## src/rtl/hilo_pkg.sv

```systemverilog
// ============================================================================
// Module      : hilo_pkg
// Description : Shared encodings for the HI/LO sequencer: request opcodes,
//               FSM states and the mult/div core control codes.
// Revision    : 1.0 - initial release
// ============================================================================
`default_nettype none

package hilo_pkg;

    // Request opcode carried on op_i; unlisted values behave as NOP
    typedef enum logic [2:0] {
        OP_NOP  = 3'd0,
        OP_MULT = 3'd1,
        OP_DIV  = 3'd2,
        OP_MTHI = 3'd3,
        OP_MTLO = 3'd4
    } hilo_op_e;

    // Sequencer FSM states
    typedef enum logic [1:0] {
        ST_IDLE = 2'd0,
        ST_CLR  = 2'd1,
        ST_RUN  = 2'd2,
        ST_CAPT = 2'd3
    } hilo_state_e;

    // Control codes driven to the mult/div core
    localparam logic [1:0] CORE_IDLE = 2'b00;
    localparam logic [1:0] CORE_MULT = 2'b01;
    localparam logic [1:0] CORE_DIV  = 2'b10;

endpackage : hilo_pkg

`default_nettype wire

```

## src/rtl/hilo_regfile.sv

```systemverilog
// ============================================================================
// Module      : hilo_regfile
// Description : Architectural HI/LO registers. Captures core results at the
//               end of CAPT, accepts MTHI/MTLO writes, and serves MFHI/MFLO
//               reads. With HILO_FWD_EN defined, reads during CAPT are
//               forwarded straight from the core result buses.
// Revision    : 1.0 - initial release
// ============================================================================
`default_nettype none

module hilo_regfile #(
    parameter int DATA_W = 32
) (
    input  logic              clk,
    input  logic              reset,
    input  logic              capt_i,
    input  logic              flush_i,
    input  logic              wr_hi_i,
    input  logic              wr_lo_i,
    input  logic [DATA_W-1:0] wr_data_i,
    input  logic [DATA_W-1:0] core_hi_i,
    input  logic [DATA_W-1:0] core_lo_i,
    input  logic              rd_sel_i,
    output logic [DATA_W-1:0] rd_data_o
);

    logic [DATA_W-1:0] hi_q;
    logic [DATA_W-1:0] lo_q;
    logic              w_cap_en;

    // A flush in CAPT cancels the capture
    assign w_cap_en = capt_i & ~flush_i;

    // HI/LO update: core capture or MT* write (never in the same cycle)
    always_ff @(posedge clk or negedge reset) begin
        if (!reset) begin
            hi_q <= '0;
            lo_q <= '0;
        end else if (w_cap_en) begin
            hi_q <= core_hi_i;
            lo_q <= core_lo_i;
        end else begin
            if (wr_hi_i) hi_q <= wr_data_i;
            if (wr_lo_i) lo_q <= wr_data_i;
        end
    end

`ifdef HILO_FWD_EN
    // Read mux, bypassing to the core result while it is being captured
    always_comb begin
        if (capt_i) rd_data_o = rd_sel_i ? core_lo_i : core_hi_i;
        else        rd_data_o = rd_sel_i ? lo_q : hi_q;
    end
`else
    // Read mux straight from the architectural registers
    always_comb begin
        rd_data_o = rd_sel_i ? lo_q : hi_q;
    end
`endif

endmodule : hilo_regfile

`default_nettype wire

```

## src/rtl/hilo_sequencer.sv

```systemverilog
// ============================================================================
// Module      : hilo_sequencer
// Description : Control-side companion of the multi-cycle mult/div core.
//               Accepts MULT/DIV/MTHI/MTLO requests, latches operands, runs
//               the core for a fixed cycle count and captures HI/LO.
//               Optional macro HILO_FWD_EN enables read forwarding in CAPT.
// Revision    : 1.0 - initial release
// ============================================================================
`default_nettype none

module hilo_sequencer
    import hilo_pkg::*;
#(
    parameter int DATA_W      = 32,
    parameter int MULT_CYCLES = 32,
    parameter int DIV_CYCLES  = 33
) (
    input  logic              clk,
    input  logic              reset,
    input  logic              start_i,
    input  logic [2:0]        op_i,
    input  logic [DATA_W-1:0] a_i,
    input  logic [DATA_W-1:0] b_i,
    input  logic              flush_i,
    input  logic              rd_en_i,
    input  logic              rd_sel_i,
    output logic [DATA_W-1:0] rd_data_o,
    output logic              stall_o,
    output logic              busy_o,
    output logic              done_o,
    output logic              div0_o,
    output logic [DATA_W-1:0] core_a_o,
    output logic [DATA_W-1:0] core_b_o,
    output logic [1:0]        core_ctrl_o,
    output logic              core_clr_o,
    input  logic [DATA_W-1:0] core_hi_i,
    input  logic [DATA_W-1:0] core_lo_i
);

    localparam int MAX_CYCLES = (MULT_CYCLES > DIV_CYCLES) ? MULT_CYCLES : DIV_CYCLES;
    localparam int CNT_W      = $clog2(MAX_CYCLES + 1);

    hilo_state_e       state_q;
    logic [CNT_W-1:0]  cnt_q;
    logic [DATA_W-1:0] a_q;
    logic [DATA_W-1:0] b_q;
    logic              is_div_q;
    logic [1:0]        ctrl_q;
    logic              clr_q;
    logic              busy_q;
    logic              done_q;
    logic              div0_q;

    logic              w_accept;
    logic              w_run_op;
    logic              w_pending;

    // A request is only taken in IDLE and only if no flush arrives with it
    assign w_accept = start_i && !flush_i && (state_q == ST_IDLE);
    // MULT always runs; DIV runs unless the divisor is zero
    assign w_run_op = (op_i == OP_MULT) || ((op_i == OP_DIV) && (b_i != '0));

    // Sequencer FSM with cycle counter, operand latches and registered outputs
    always_ff @(posedge clk or negedge reset) begin
        if (!reset) begin
            state_q  <= ST_IDLE;
            cnt_q    <= '0;
            a_q      <= '0;
            b_q      <= '0;
            is_div_q <= 1'b0;
            ctrl_q   <= CORE_IDLE;
            clr_q    <= 1'b0;
            busy_q   <= 1'b0;
            done_q   <= 1'b0;
            div0_q   <= 1'b0;
        end else begin
            clr_q  <= 1'b0;
            done_q <= 1'b0;
            div0_q <= 1'b0;
            case (state_q)
                ST_IDLE: begin
                    if (w_accept && w_run_op) begin
                        state_q  <= ST_CLR;
                        a_q      <= a_i;
                        b_q      <= b_i;
                        is_div_q <= (op_i == OP_DIV);
                        cnt_q    <= (op_i == OP_DIV) ? CNT_W'(DIV_CYCLES) : CNT_W'(MULT_CYCLES);
                        clr_q    <= 1'b1;
                        busy_q   <= 1'b1;
                    end else if (w_accept && (op_i == OP_DIV)) begin
                        div0_q <= 1'b1;
                    end
                end
                ST_CLR: begin
                    if (flush_i) begin
                        state_q <= ST_IDLE;
                        busy_q  <= 1'b0;
                    end else begin
                        state_q <= ST_RUN;
                        ctrl_q  <= is_div_q ? CORE_DIV : CORE_MULT;
                    end
                end
                ST_RUN: begin
                    if (flush_i) begin
                        state_q <= ST_IDLE;
                        ctrl_q  <= CORE_IDLE;
                        busy_q  <= 1'b0;
                    end else begin
                        cnt_q <= (cnt_q == '0) ? '0 : cnt_q - CNT_W'(1);
                        if (cnt_q <= CNT_W'(1)) begin
                            state_q <= ST_CAPT;
                            ctrl_q  <= CORE_IDLE;
                            done_q  <= 1'b1;
                        end
                    end
                end
                default: begin
                    // CAPT always returns to IDLE; a flush only blocks the capture
                    state_q <= ST_IDLE;
                    busy_q  <= 1'b0;
                end
            endcase
        end
    end

`ifdef HILO_FWD_EN
    assign w_pending = (state_q == ST_CLR) || (state_q == ST_RUN);
`else
    assign w_pending = (state_q != ST_IDLE);
`endif

    assign stall_o     = rd_en_i && w_pending;
    assign busy_o      = busy_q;
    // A flush in CAPT suppresses the capture, so the pulse is masked too
    assign done_o      = done_q & ~flush_i;
    assign div0_o      = div0_q;
    assign core_a_o    = a_q;
    assign core_b_o    = b_q;
    assign core_ctrl_o = ctrl_q;
    assign core_clr_o  = clr_q;

    hilo_regfile #(
        .DATA_W (DATA_W)
    ) u_regfile (
        .clk       (clk),
        .reset     (reset),
        .capt_i    (state_q == ST_CAPT),
        .flush_i   (flush_i),
        .wr_hi_i   (w_accept && (op_i == OP_MTHI)),
        .wr_lo_i   (w_accept && (op_i == OP_MTLO)),
        .wr_data_i (a_i),
        .core_hi_i (core_hi_i),
        .core_lo_i (core_lo_i),
        .rd_sel_i  (rd_sel_i),
        .rd_data_o (rd_data_o)
    );

endmodule : hilo_sequencer

`default_nettype wire

```

## config.mk

```make
export PLATFORM = sky130hd
export DESIGN_NAME = hilo_sequencer
export DESIGN_NICKNAME = d
export VERILOG_FILES = /design/src/rtl/hilo_pkg.sv /design/src/rtl/hilo_regfile.sv /design/src/rtl/hilo_sequencer.sv
export SDC_FILE = /design/constraint.sdc
export NUM_CORES = 1
export LEC_CHECK = 0
export ABC_AREA = 1
export CAP_MARGIN = 20
export CORE_UTILIZATION = 41
export CTS_CLUSTER_DIAMETER = 30
export DETAILED_ROUTE_END_ITERATION = 10
export GPL_TIMING_DRIVEN = 1
export PLACE_DENSITY_LB_ADDON = 0.3
export SLEW_MARGIN = 20
export SYNTH_ARGS = -nofsm -noshare
export SYNTH_HDL_FRONTEND = slang
export SYNTH_HIERARCHICAL = 1
export SYNTH_SLANG_ARGS = --single-unit
```

## constraint.sdc

```tcl
create_clock -name clk -period 2.6 [get_ports clk]
set_input_delay 0.78 -clock clk [delete_from_list [all_inputs] [get_ports clk]]
set_output_delay 0.78 -clock clk [all_outputs]
set_load 0.1 [all_outputs]
```

==> results.ini <==
[grt]
grt_remaining_overflow = 0
first_global_vias = 6816
grt_use_total = 0.2493
grt_max_degree = 65
antenna_found_initial = 1
grt_pass1_wl_mm = 34.47

[clocking]
cts_root_buffer = clkbuf_16
cts_tree = built
postCtsSetupRepairBufs = 0
cts.sinks = 143
cts_buffers = 17
clockBufferDepth = 2
holdBufCountCts = 0
ctsResizeCount = 0
worstSkewPairLatency_ps = 410
htreeDepth = 4
clk_pin_slew_ps = 60

[worst_setup_path]
r2r-end = u_regfile/lo_q[16]
worstPathMaxFanout = 3
crit_required_ps = 1820
worstPathCellList = clkdlybuf4s50_1, nor2_2, buf_12
worstSetupStartpointType = input port
reg2reg_depth = 8
path_class = input port to output pin
max_stage_delay_ps = 450
r2r_start = state_q[0]
reg2reg_slack_ps = 580
slowest_stage = clkdlybuf4s50_1
path_buf_inv = 2
crit_family = buffers and inverters
arrival_ps = 1610
end_kind = output pin

[sta]
hold_violations = 0
worst-slew-pin-transition_ps = 436.2
tns_ps = 0
finalMaxSlewViolations = 0
fin_ws_ps = 214.5
whs_ps = 277.5
min_period_over_period = 0.9175
rsz0062_at_grt = no
slew_headroom = 0.7068
finalCriticalPeriod_ps = 2385
fmax_mhz = 419.2
skew_ps = 6.472
setup_viol = 0

[placement]
portBuffers = 239
place_hpwl_mm = 14.86
dpl-instance-area_mm2 = 0.01007
post-place-ws_ps = -27.72
place.gp.congestion = 0.8044

[pwr]
seqPwrFrac = 0.239
powerDensity_mw_per_mm2 = 1509
p_comb_frac = 0.609
ir_drop_v = 0.001239
p_int_uw = 7412
p_clk_frac = 0.152
power.switching_uw = 8673
p_leak_uw = 0.005150
sw_frac_of_total = 0.5392

[floorplanning]
die_x_um = 133.0
ios = 240
rows = 47
start_util = 0.4228
die_h_um = 133.0
die_area_mm2 = 0.01769
core-area_mm2 = 0.01664

[flow_run]
drv_cap = 0

[layout]
final_cell_mix = 328 x nand2_1, 204 x nand3_1, 143 x dfrtp_1
fin_area_mm2 = 0.01066
n_fill_cell = 1417
final_util = 0.6403
nets = 1257
area_growth_pct = 51.47
layout_commonest_cell = nand2_1
drive_gt1_frac = 0.1781
multi_input_area_mm2 = 0.003118
final-seq-area_mm2 = 0.003578
diodes = 0

[synth]
synth_area_leader_cell = dfrtp_1
avgSynthCellArea_um2 = 7.959
yosys_register_bits = 143
syn_area_mm2 = 0.007035
yosys_warnings = 6
synthCells = 884
synth_area_leaders = dfrtp_1 51%, nand2_1 17%, nand3_1 15%
yosysSeqAreaShare = 0.5086
syn-num-nets = 1028
synth_top_area_frac = 0.5086
synth_cell_type_count = 24

[outcome]
status = completed

[drt]
drt_wl_total_mm = 21.17
wl_per_cell_um = 15.77
drtIter0Drc = 410
drc = 0
num_vias = 6814
firstDrtPassIters = 5
via_per_inst = 5.074
antenna_left = 0

[min_path]
hp-class = input port to asynchronous set/reset pin

==> sequential cells by signal, indices dropped and copies added (netlist names) <==
signal	count
core_ctrl_o	2
done_q	1
cnt_q	6
busy_o	1
is_div_q	1
u_regfile/lo_q	32
core_b_o	32
core_a_o	32
u_regfile/hi_q	32
div0_o	1
core_clr_o	1
state_q	2
==> worst reg2reg max path, stage by stage (launching register included) <==
cell	delay, ps
dfrtp_1	420
inv_1	100
ha_1	250
nand3_1	210
nor4_2	370
inv_1	100
buf_4	240
nand3_1	120
nand3_1	80
==> power groups by stage <==
stage / Clock, µW / Sequential [µW] / Combinational [µW]
after floorplan: 0 / 7340 / 3680
after global placement: 0 / 3830 / 9720
after detailed placement: 0 / 3850 / 9850
after CTS: 2490 / 3850 / 9860
after global routing: 2580 / 3970 / 10300
final: 2440 / 3850 / 9800
==> cell families (layout without fill, tap and decap cells) <==
logic type      Yosys count  in the layout  share of synthesized area
xor+xnor                  4              4                   0.004980
flops                   143            143                     0.5086
compound gates           43             43                    0.03112
fa+ha+maj                 7              7                    0.01245
simple gates            574            574                     0.3470
buf+inv                 113            352                    0.09586
==> layout make-up <==
cell class	count	share of cell area
inverters	57	0.02008
flip-flops and latches	143	0.3358
clock inverters	10	0.01327
clock buffers	19	0.04156
multi-input cells	628	0.2926
well taps	220	0.02583
repair buffers	266	0.2709
==> routing by layer <==
| metal | global-route usage | wire length [µm] | vias up | share of wire |
|---|---|---|---|---|
| met1 | 0.3205 | 9127 | 3251 | 0.43 |
| met3 | 0.07011 | 1551 | 21 | 0.073 |
| met4 | 0.06513 | 240 | 2 | 0.011 |
| met2 | 0.4116 | 10240 | 245 | 0.48 |
| li1 | - | - | 3295 | - |
| met5 | 0 | 13 | - | 0.00061 |
==> worst max path at each step <==
stage	start	end	slack, ps	cells after the start
finish	flush_i	done_o	210	3
global route	state_q[0]	stall_o	160	4
CTS	flush_i	done_o	210	3
detailed placement	flush_i	u_regfile/lo_q[2]	-30	8
global placement	b_i[25]	core_b_o[9]	40	12
floorplan	rd_sel_i	rd_data_o[0]	-480	2
==> cell usage after synthesis <==
library cell / n
nand2_1: 328
nand3_1: 204
dfrtp_1: 143
inv_1: 54
o21ai_0: 39
nor2_1: 32
buf_6: 28
buf_2: 16
clkbuf_1: 10
ha_1: 7
inv_2: 3
nand4_1: 3
xor2_1: 3
nand2_2: 2
nor3_1: 2
o21ai_1: 2
a21oi_1: 1
a221oi_1: 1
buf_12: 1
buf_4: 1
nor2_4: 1
nor3_2: 1
nor4_1: 1
xnor2_1: 1
==> through the flow <==
stage	power (µW)	instances
3_3_place_gp	13560	1314
6_report	16090	1343
3_5_place_dp	13700	1314
4_1_cts	16190	1343
5_1_grt	16820	1343
2_1_floorplan	11020	884
Note: power is estimated with default switching activity, not from simulation.
